===== src/rtl/datamem_arbiter.sv =====
// datamem_arbiter: two-requester arbiter/sequencer in front of the
// single-port data memory. It accepts one request at a time and drives the
// memory for exactly one cycle. It then returns a one-cycle response pulse
// to the requester that was granted.
//
// Build option: define DATAMEM_ARB_RR_EN for round-robin arbitration.
// Without it, port 0 has fixed priority over port 1.
module datamem_arbiter #(
  parameter int ADDR_W = 32,
  parameter int DATA_W = 32,
  parameter int RD_LAT = 1     // memory read latency, 1..7
) (
  input  logic              clk,
  input  logic              rst,
  input  logic              req0_valid,
  output logic              req0_ready,
  input  logic              req0_we,
  input  logic [ADDR_W-1:0] req0_addr,
  input  logic [DATA_W-1:0] req0_wdata,
  output logic              rsp0_valid,
  output logic [DATA_W-1:0] rsp0_rdata,
  input  logic              req1_valid,
  output logic              req1_ready,
  input  logic              req1_we,
  input  logic [ADDR_W-1:0] req1_addr,
  input  logic [DATA_W-1:0] req1_wdata,
  output logic              rsp1_valid,
  output logic [DATA_W-1:0] rsp1_rdata,
  output logic [ADDR_W-1:0] mem_addr,
  output logic [DATA_W-1:0] mem_wdata,
  output logic              mem_enable,
  output logic              mem_readwrite,
  input  logic [DATA_W-1:0] mem_rdata
);

  typedef enum logic [1:0] {IDLE, ISSUE, WAIT, RESP} state_t;

  // The counter preload is the number of WAIT cycles left after the first one.
  localparam logic [2:0] LAT_M1 = 3'(RD_LAT - 1);

  state_t            state, state_nxt;
  logic [2:0]        cnt_q, cnt_nxt;
  logic              own_q;         // 0: port 0 owns the access, 1: port 1
  logic              we_q;
  logic [ADDR_W-1:0] addr_q;
  logic [DATA_W-1:0] wdata_q;
  logic [DATA_W-1:0] rdata0_q, rdata1_q;
  logic              grant0, grant1;
  logic              accept;
  logic              capture;

`ifdef DATAMEM_ARB_RR_EN
  // last_q=1 means port 1 was granted last, so port 0 wins the first contention.
  logic last_q;

  // Round-robin history: remember which port was granted on each accept.
  always_ff @(posedge clk) begin
    if (rst)         last_q <= 1'b1;
    else if (accept) last_q <= req1_ready;
  end

  assign grant0 = req0_valid & (~req1_valid |  last_q);
  assign grant1 = req1_valid & (~req0_valid | ~last_q);
`else
  assign grant0 = req0_valid;
  assign grant1 = req1_valid & ~req0_valid;
`endif

  // Reset overrides the handshake, so nothing is accepted while rst is high.
  assign req0_ready = (state == IDLE) & ~rst & grant0;
  assign req1_ready = (state == IDLE) & ~rst & grant1;
  assign accept     = req0_ready | req1_ready;

  assign mem_addr   = addr_q;
  assign mem_wdata  = wdata_q;
  assign rsp0_rdata = rdata0_q;
  assign rsp1_rdata = rdata1_q;

  // State and latency counter register.
  always_ff @(posedge clk) begin
    if (rst) begin
      state <= IDLE;
      cnt_q <= '0;
    end else begin
      state <= state_nxt;
      cnt_q <= cnt_nxt;
    end
  end

  // Sequencer: next state, memory strobes and response pulses.
  always_comb begin
    state_nxt     = state;
    cnt_nxt       = cnt_q;
    mem_enable    = 1'b0;
    mem_readwrite = 1'b0;
    rsp0_valid    = 1'b0;
    rsp1_valid    = 1'b0;
    capture       = 1'b0;
    case (state)
      IDLE: begin
        if (accept) state_nxt = ISSUE;
      end
      ISSUE: begin
        mem_enable    = 1'b1;
        mem_readwrite = we_q;
        if (we_q) begin
          state_nxt = RESP;
        end else begin
          state_nxt = WAIT;
          cnt_nxt   = LAT_M1;
        end
      end
      WAIT: begin
        // The final WAIT cycle is the one in which mem_rdata is valid.
        if (cnt_q == 3'd0) begin
          capture   = 1'b1;
          state_nxt = RESP;
        end else begin
          cnt_nxt = cnt_q - 3'd1;
        end
      end
      RESP: begin
        rsp0_valid = ~own_q;
        rsp1_valid =  own_q;
        state_nxt  = IDLE;
      end
      default: state_nxt = IDLE;
    endcase
  end

  // Request latch, read-data capture and write-ack clear per port.
  always_ff @(posedge clk) begin
    if (rst) begin
      own_q    <= 1'b0;
      we_q     <= 1'b0;
      addr_q   <= '0;
      wdata_q  <= '0;
      rdata0_q <= '0;
      rdata1_q <= '0;
    end else begin
      if (accept) begin
        own_q   <= req1_ready;
        we_q    <= req1_ready ? req1_we    : req0_we;
        addr_q  <= req1_ready ? req1_addr  : req0_addr;
        wdata_q <= req1_ready ? req1_wdata : req0_wdata;
      end
      // A write ack returns 0 on the owner's response data.
      if (state == ISSUE && we_q) begin
        if (own_q) rdata1_q <= '0;
        else       rdata0_q <= '0;
      end
      if (capture) begin
        if (own_q) rdata1_q <= mem_rdata;
        else       rdata0_q <= mem_rdata;
      end
    end
  end

endmodule


===== config.mk =====
export PLATFORM = sky130hd
export DESIGN_NAME = datamem_arbiter
export DESIGN_NICKNAME = d
export VERILOG_FILES = /design/src/rtl/datamem_arbiter.sv
export SDC_FILE = /design/constraint.sdc
export NUM_CORES = 1
export LEC_CHECK = 0
export CAP_MARGIN = 15
export CORE_ASPECT_RATIO = 1.5
export CORE_MARGIN = 2
export CORE_UTILIZATION = 43
export DETAILED_ROUTE_END_ITERATION = 10
export PLACE_DENSITY = 0.86
export SYNTH_ARGS = -nofsm -noshare
export SYNTH_HDL_FRONTEND = slang
export SYNTH_SLANG_ARGS = --single-unit

===== constraint.sdc =====
create_clock -name clk -period 5.27 [get_ports clk]
set_input_delay 0.527 -clock clk [delete_from_list [all_inputs] [get_ports clk]]
set_output_delay 0.527 -clock clk [all_outputs]
set_load 0.02 [all_outputs]

### Yosys cells after proc, flatten, opt, wreduce, memory -nomap -nowiden

Index checks and enable logic that the tools add are counted.

| word-level totals | value |
|---|---|
| register bits after elaboration | 135 |
| latch bits | 0 |
| RAM bits | 0 |
| ROM bits | 0 |
| bits of input ports | 166 |
| output and inout port bits | 134 |
| memories | 0 |

| cells by class | value |
|---|---|
| add/sub/neg operators | 1 |
| multipliers | 0 |
| divide/modulo/power cells | 0 |
| order comparisons | 0 |
| eq/ne operators | 7 |
| shift-type cells | 0 |
| muxes and demuxes | 24 |
| bitwise gates (word level) | 8 |
| reduce and logical (&&, ||, !) cells | 6 |

Operators by type and width:

| cell | count |
|---|---|
| $mux 32 | 10 |
| $mux 1 | 8 |
| $ne 2x2->1 const B | 4 |
| $pmux 2 s4 | 1 |
| $mux 3 | 2 |
| $pmux 3 s2 | 1 |
| $and 1x1->1 | 4 |
| $eq 2x2->1 const B | 2 |
| $mux 2 | 2 |
| $logic_not 3->1 | 1 |
| $not 1->1 | 3 |
| $reduce_and 3->1 | 1 |
| $sub 3x1->3 const B | 1 |
| $eq 2x1->1 const B | 1 |
| $logic_not 2->1 | 1 |
| $reduce_and 2->1 | 1 |
| $reduce_bool 2->1 | 1 |
| $logic_and 1x1->1 | 1 |
| $or 1x1->1 | 1 |

### Logic depth before layout (Yosys ltp)

Gate-level depths: netlist of the first run.

| depth | value |
|---|---|
| depth after elaboration | 6 |
| mapped depth | 8 |
| depth with buffers taken out | 6 |

### Least setup slack after synthesis of the first run

No wires, ideal clock.

| path | value |
|---|---|
| kind | register to output |
| start | reg state[0] |
| end | out req1_ready |
| arrival time | 1.276 ns |
| data required time | 4.743 ns |
| slack | 3.467 ns |
| stages on the path, launching flop included | 7 |
| path buffers | 2 |
| cells stage by stage | dfxtp_1 > inv_1 > ha_1 > nand4bb_1 > buf_4 > buf_2 > inv_1 |

| between the ends | value |
|---|---|
| cells in the longest elaborated chain, start to end | 3 |

RTL lines:

| item | line | RTL |
|---|---|---|
| start: declaration | 41 | `state_t state, state_nxt;` |
| start signal: assignment | 85 | `state <= state_nxt;` |
| $logic_not 2->1 | 71 | `assign req1_ready = (state == IDLE) & ~rst & grant1;` |
| $and 1x1->1 (2 in series) | 71 |  |
| end: declaration | 23 | `output logic req1_ready,` |

No other way between the ends.

### Worst setup path in the final report of the first run

Ends and elaborated chain as after synthesis.

==> results of run 1 <==
metrics by stage:
stage,hold WS [ns],utilization [%]
2_1_floorplan,0.4798,-
3_3_place_gp,0.4419,66.17
3_5_place_dp,0.4501,66.17
4_1_cts,0.4631,70.62
5_1_grt,0.4788,70.73
6_report,0.4582,70.73
report_power, final:
part / internal [mW] / switching [mW] / leakage (nW)
Combinational: 0.616 / 0.732 / 1.91
Sequential: 1.20 / 0.109 / 1.10
Clock: 0.701 / 0.455 / 0.267
logic make-up (layout without fill, tap and decap cells):
kind of cell | after synthesis | count (layout)
AOI/OAI and AO/OA | 276 | 276
DFF | 135 | 135
buffers and inverters | 72 | 344
and+or+nand+nor | 56 | 56
adders and majority gates | 7 | 7
muxes | 1 | 1
metal layers:
| metal | up-vias | global-route usage (%) | wire length [microns] | part of all wire (%) |
|---|---|---|---|---|
| met5 | - | 0 | 0 | 0 |
| met4 | 0 | 11.03 | 589 | 3.2 |
| met3 | 46 | 6.676 | 1496 | 8.0 |
| met2 | 304 | 43.74 | 9630 | 52 |
| met1 | 2723 | 28.11 | 6947 | 37 |
| li1 | 2644 | - | - | - |
critical path: stages, from the launching register on:
cell	delay (ns)
dfxtp_1	0.32
inv_1	0.15
ha_1	0.31
nand4bb_4	0.78
inv_1	0.21
clkdlybuf4s50_1	0.64
cell type report:
class / count / area share, %
tap: 159 / 2.161
multi-input combinational: 340 / 28.90
timing repair buffer: 304 / 32.97
sequential: 135 / 29.35
clock buffer: 19 / 4.702
inverter: 8 / 0.3261
clock inverter: 13 / 1.590
path summary, 6_finish.rpt:
| check | start | end | slack, ns | cells after the start |
|---|---|---|---|---|
| worst max register to register | state[0] | mem_addr[0] | 2.46 | 6 |
| worst min-delay path | register | register | 0.46 | 1 |
| worst min register to register | register | register | 0.46 | 1 |
| worst max-delay path | state[0] | req1_ready | 1.92 | 5 |
layout by cell type (no fill, tap or decap), types with 7 or more instances in the layout:
cell,synthesis,routed
a32o_1,31,31
o2bb2ai_1,31,31
inv_1,8,7
a211oi_1,18,18
dfxtp_1,135,135
ha_1,7,7
a22oi_1,65,65
clkdlybuf4s50_1,0,298
a211oi_2,50,50
clkbuf_16,0,17
a21oi_1,69,69
nand2_1,35,35
==> key figures, run 1 <==
Detailed routing
  – WL/cell: 19.08 microns
  – Drt initial violations: 245
  – Post-DR vias/cell: 5.846
  – Via Count: 5717
  – ANT nets after route: 0
  – Drt total wl: between 15000 and 20000 microns
  – DRC viols: 0
  – First-pass iteration count of the detailed router: 4

Placement
  – DP Cell Count: approximately 950
  – Number of I/O port buffers: approximately 300
  – GP Congestion: between 0.8 and 0.9
  – Worst slack at placement: 1.962 ns
  – Detailed Place HPWL: 13270 microns
  – Placed cell area: 8613 sq um

Finish
  – Layout cells sized above 1: about 11%
  – Synthesis-to-layout area growth: 60.19%
  – Number of diodes: 0
  – Layout filler cell count: 961
  – Non-Filler Instances: between 900 and 1k
  – Register area: about 2700 sq um
  – NumNets Final: 979
  – Design area: 9208 sq um
  – Multi-input logic area: 2661 sq um

Global route
  – Total grt overflow: 0
  – Initial antenna violation count: 0
  – Vias in the first global route: approximately 5.7k
  – Gr usage total: around 25%
  – Largest net degree at the start of global routing: roughly 70
  – First-pass GRT wire length: between 20000 and 30000 microns

Timing
  – Endpoints failing hold: 0
  – Max-Slew Margin vs Limit: a little over a fifth
  – Final setup violation count: 0
  – Max Slew Vio Count: 0
  – Clock skew: between 0.01 and 0.015 ns
  – Tcrit/Tclk final: 63.54%
  – Setup WS post-layout: 1.922 ns
  – Achievable frequency: around 0.3 GHz
  – Setup TNS: 0 ns
  – RSZ-0062 raised after global routing: false
  – Tmin final: 3.348 ns
  – Worst-Margin Slew: roughly 1.2 ns

Clocking
  – Clock root buffer: clkbuf_16
  – CTS Hold Bufs: 0
  – Post-cts sizing count: 0
  – CTS tree: built
  – Skew-Pair Late Insertion Delay: between 0.4 and 0.5 ns
  – CTS sink count: around 140
  – CTS max path bufs: 2
  – CTS buffer count: 17
  – Setup Buffers After CTS: 0
  – H-tree depth: 4
  – Clock transition at the registers of the reported paths: 0.06 ns

Floorplanning
  – Initial Util: between 40 and 50%
  – Core Box Area: approximately 13000 sq um
  – Die area: ~14000 sq um
  – Site Rows: 51
  – Die Y: between 100 and 150 microns
  – I/O pins: 300
  – Die X: a little under 100 microns

Yosys
  – Mapped cell area: about 5700 sq um
  – Number of synthesized flops with an enable pin: 0
  – Commonest cells post-synth: dfxtp_1, a21oi_1, a22oi_1
  – Synth area leader: dfxtp_1
  – Largest family of logic cells by synthesized area: compound AO/OA/AOI/OAI gates
  – Post-Synth Simple-Gate Area: between 4 and 5%
  – Yosys warning total: 0
  – Mux cell area share after synthesis: 0.1741%
  – Predominant post-synthesis flop cell: dfxtp_1
  – Cells after synthesis: around 550
  – Top-area cell type share of the netlist area: between 40 and 50%
  – Distinct cells, synth: 35
  – Count leader, synth: dfxtp_1
  – Post-synthesis sequential area ratio: around 47%
  – Yosys reg bits: between 100 and 150
  – Asr flop ratio synth: 0%
  – Synth Area in Adders: under 10%
  – Compound-Gate Fraction of Synth Area: roughly two fifths
  – Synth area leaders: dfxtp_1, a211oi_2, a22oi_1, a21oi_1, a32o_1
  – XOR/XNOR share of the synthesized area: 0%
  – Average size of a mapped cell: 10.51 sq um
  – Post-Syn Nets: 720

Run
  – Max Cap Viol: 0

Worst setup path
  – Crit-path max FO: 67
  – Worst setup EP type: output pin
  – CP arrival: between 2 and 3 ns
  – Critical path class: register to output pin
  – Critical path launch point type: register
  – CP Data Required Time: between 4 and 5 ns

Pwr
  – Leak: 3.281 nW
  – Pwr dens: 413.6 nW/um^2
  – Peak supply drop: about 0.33 mV
  – Tot Pwr: 3.808 mW

Status
  – Outcome: finished clean

Worst hold path
  – HP Class: register to register
No activity file was read; power rests on OpenSTA's default activity.
==> run 2: changes to the inputs <==
--- a/config.mk
+++ b/config.mk
@@ -8,9 +8,9 @@
 export CAP_MARGIN = 15
 export CORE_ASPECT_RATIO = 1.5
 export CORE_MARGIN = 2
-export CORE_UTILIZATION = 43
+export CORE_UTILIZATION = 40
 export DETAILED_ROUTE_END_ITERATION = 10
-export PLACE_DENSITY = 0.86
+export PLACE_DENSITY = 0.81
 export SYNTH_ARGS = -nofsm -noshare
 export SYNTH_HDL_FRONTEND = slang
 export SYNTH_SLANG_ARGS = --single-unit
==> constraint.sdc (replaced) <==
create_clock -name clk -period 3.4 [get_ports clk]
set_input_delay 0.34 -clock clk [delete_from_list [all_inputs] [get_ports clk]]
set_output_delay 0.34 -clock clk [all_outputs]
set_load 0.02 [all_outputs]
==> run 2 against run 1 <==
  * Worst setup slack worse by 1.3 ns
  * Non-clock buffer count rose by 3
  * Count of clock-buffer cells in the layout is 1 higher
  * Clock skew is 0.0017 ns lower
  * Register-to-register slack worse by 1.6 ns
  * Power increased by 56%
  * Critical path depth stayed put
  * Global-route usage increased by 0.11 points
  * Largest power group unchanged
  * Highest routed layer unchanged
==> key figures, run 2 (synthesis gave the netlist of run 1 again) <==
Finish
  – Most frequent cells in the layout: clkdlybuf4s50_1, dfxtp_1, a21oi_1, a22oi_1, a211oi_2 (unchanged)
  – Layout filler cell count: 1143 (was 961)
  – Design area: 9276 sq um (was 9208 sq um)
  – Non-Filler Instances: 1015 (was 978)
  – NumNets Final: 982 (was 979)
  – Layout cells sized above 1: 11.92% (was 11.48%)
  – Register area: 2703 sq um (unchanged)
  – Fin util: 65.98% (was 70.73%)
  – Synthesis-to-layout area growth: 61.38% (was 60.19%)
  – Multi-input logic area: 2661 sq um (unchanged)
  – Most common cell after layout, fill and taps aside: clkdlybuf4s50_1 (unchanged)

Placement
  – Worst slack at placement: 0.9105 ns (was 1.962 ns)
  – DP Cell Count: 982 (was 945)
  – GP Congestion: 0.8270 (was 0.8267)
  – Detailed Place HPWL: 14190 microns (was 13270 microns)
  – Number of I/O port buffers: 299 (unchanged)
  – Placed cell area: 8685 sq um (was 8613 sq um)

Worst setup path
  – Critical path class: register to output pin (unchanged)
  – Critical path launch point type: register (unchanged)
  – WP buf/inv: 2 (was 3)
  – CP max stage cell: clkdlybuf4s50_1 (was nand4bb_4)
  – CP arrival: 2.45 ns (was 2.82 ns)
  – CP Data Required Time: 3.06 ns (was 4.74 ns)
  – Crit-path max FO: 20 (was 67)
  – CP top delay family: buffers and inverters (unchanged)
  – CP cell instances: inv_1, ha_1, and2b_2, and2_1, clkdlybuf4s50_1 (was inv_1, ha_1, nand4bb_4, inv_1, clkdlybuf4s50_1)
  – CP peak stage delay: 0.62 ns (was 0.78 ns)
  – Worst setup EP type: output pin (unchanged)

Status
  – Outcome: finished clean (unchanged)

Detailed routing
  – ANT nets after route: 0 (unchanged)
  – WL/cell: 19.44 microns (was 19.08 microns)
  – Drt total wl: 19740 microns (was 18660 microns)
  – DRC viols: 0 (unchanged)
  – Drt initial violations: 206 (was 245)
  – First-pass iteration count of the detailed router: 5 (was 4)
  – Via Count: 5649 (was 5717)
  – Post-DR vias/cell: 5.566 (was 5.846)

Timing
  – Max Slew Vio Count: 0 (unchanged)
  – Endpoints failing hold: 0 (unchanged)
  – Setup TNS: 0 ns (unchanged)
  – Tcrit/Tclk final: around 82%
  – RSZ-0062 raised after global routing: false (unchanged)
  – Max-Slew Margin vs Limit: 31.54% (was 21.37%)
  – Tmin final: ~2.8 ns
  – Worst-Margin Slew: 1.025 ns (was 1.180 ns)
  – Setup WS post-layout: 0.6094 ns (was 1.922 ns)
  – Achievable frequency: 0.3583 GHz
  – Final setup violation count: 0 (unchanged)
  – Min Hold Slack: 0.2621 ns (was 0.4582 ns)
  – Clock skew: 0.01112 ns (was 0.01281 ns)

Clocking
  – Skew-Pair Late Insertion Delay: 0.41 ns (about the same)
  – Post-cts sizing count: 0 (unchanged)
  – Setup Buffers After CTS: 0 (unchanged)
  – CTS max path bufs: 2 (unchanged)
  – Clock root buffer: clkbuf_16 (unchanged)
  – Clock transition at the registers of the reported paths: 0.06 ns (about the same)
  – CTS buffer count: 17 (unchanged)
  – CTS tree: built (unchanged)
  – H-tree depth: 4 (unchanged)
  – CTS Hold Bufs: 0 (unchanged)
  – CTS sink count: 135 (unchanged)

Global route
  – Gr usage total: 25.08% (was 24.97%)
  – Total grt overflow: 0 (unchanged)
  – Initial antenna violation count: 1 (was 0)
  – Vias in the first global route: 5784 (was 5735)
  – Largest net degree at the start of global routing: 67 (was 68)
  – First-pass GRT wire length: 30170 microns (was 29150 microns)

Floorplanning
  – Die area: 15360 sq um (was 14330 sq um)
  – Site Rows: 53 (was 51)
  – Die X: 101.9 microns (was 98.40 microns)
  – Initial Util: 40.89% (was 44.16%)
  – Core Box Area: 14060 sq um (was 13020 sq um)
  – I/O pins: 300 (unchanged)
  – Die Y: 150.8 microns (was 145.6 microns)

Pwr
  – Peak supply drop: 0.3419 mV (was 0.3332 mV)
  – Tot Pwr: 5.941 mW (was 3.808 mW)
  – Leak: 3.315 nW (was 3.281 nW)
  – Pwr dens: 640.5 nW/um^2 (was 413.6 nW/um^2)

Run
  – Max Cap Viol: 0 (unchanged)

Worst hold path
  – HP Class: primary input to register (was register to register)
-- run 2: changes by cell type in the layout (fill, tap and decap cells not counted), sizes merged --
cell,before,now
clkinvlp,5,1
buf,6,9
inv,10,12
clkbuf,19,20
clkinv,4,5
diode,0,1
-- run 2: area by class of cell --
class / count / share of cell area (%)
Multi-Input combinational cell: 340 / 28.69
Timing Repair Buffer: 307 / 32.88
Antenna cell: 1 / 0.02698
Inverter: 8 / 0.3237
Clock inverter: 12 / 1.538
Sequential cell: 135 / 29.13
Tap cell: 192 / 2.590
Clock buffer: 20 / 4.815
-- run 2: worst paths after layout --
| check | startpoint | end | slack (ns) | cells past startpoint |
|---|---|---|---|---|
| min | rst | mem_wdata[17] | 0.26 | 2 |
| max reg2reg | state[0] | mem_wdata[30] | 0.90 | 5 |
| max | state[0] | req0_ready | 0.61 | 5 |
| min reg2reg | register | register | 0.45 | 1 |
-- run 2: where the power goes --
part,leakage [nW],internal [mW],switching (mW)
sequential,1.10,1.85,0.161
clock,0.286,1.11,0.720
combinational,1.93,0.951,1.14
-- run 2: metal layers --
| metal | share of wire (%) | track usage [%] |
|---|---|---|
| met5 | 0 | 0 |
| met4 | 1.9 | 8.333 |
| met3 | 9.3 | 8.399 |
| met2 | 50 | 43.55 |
| met1 | 39 | 28.64 |
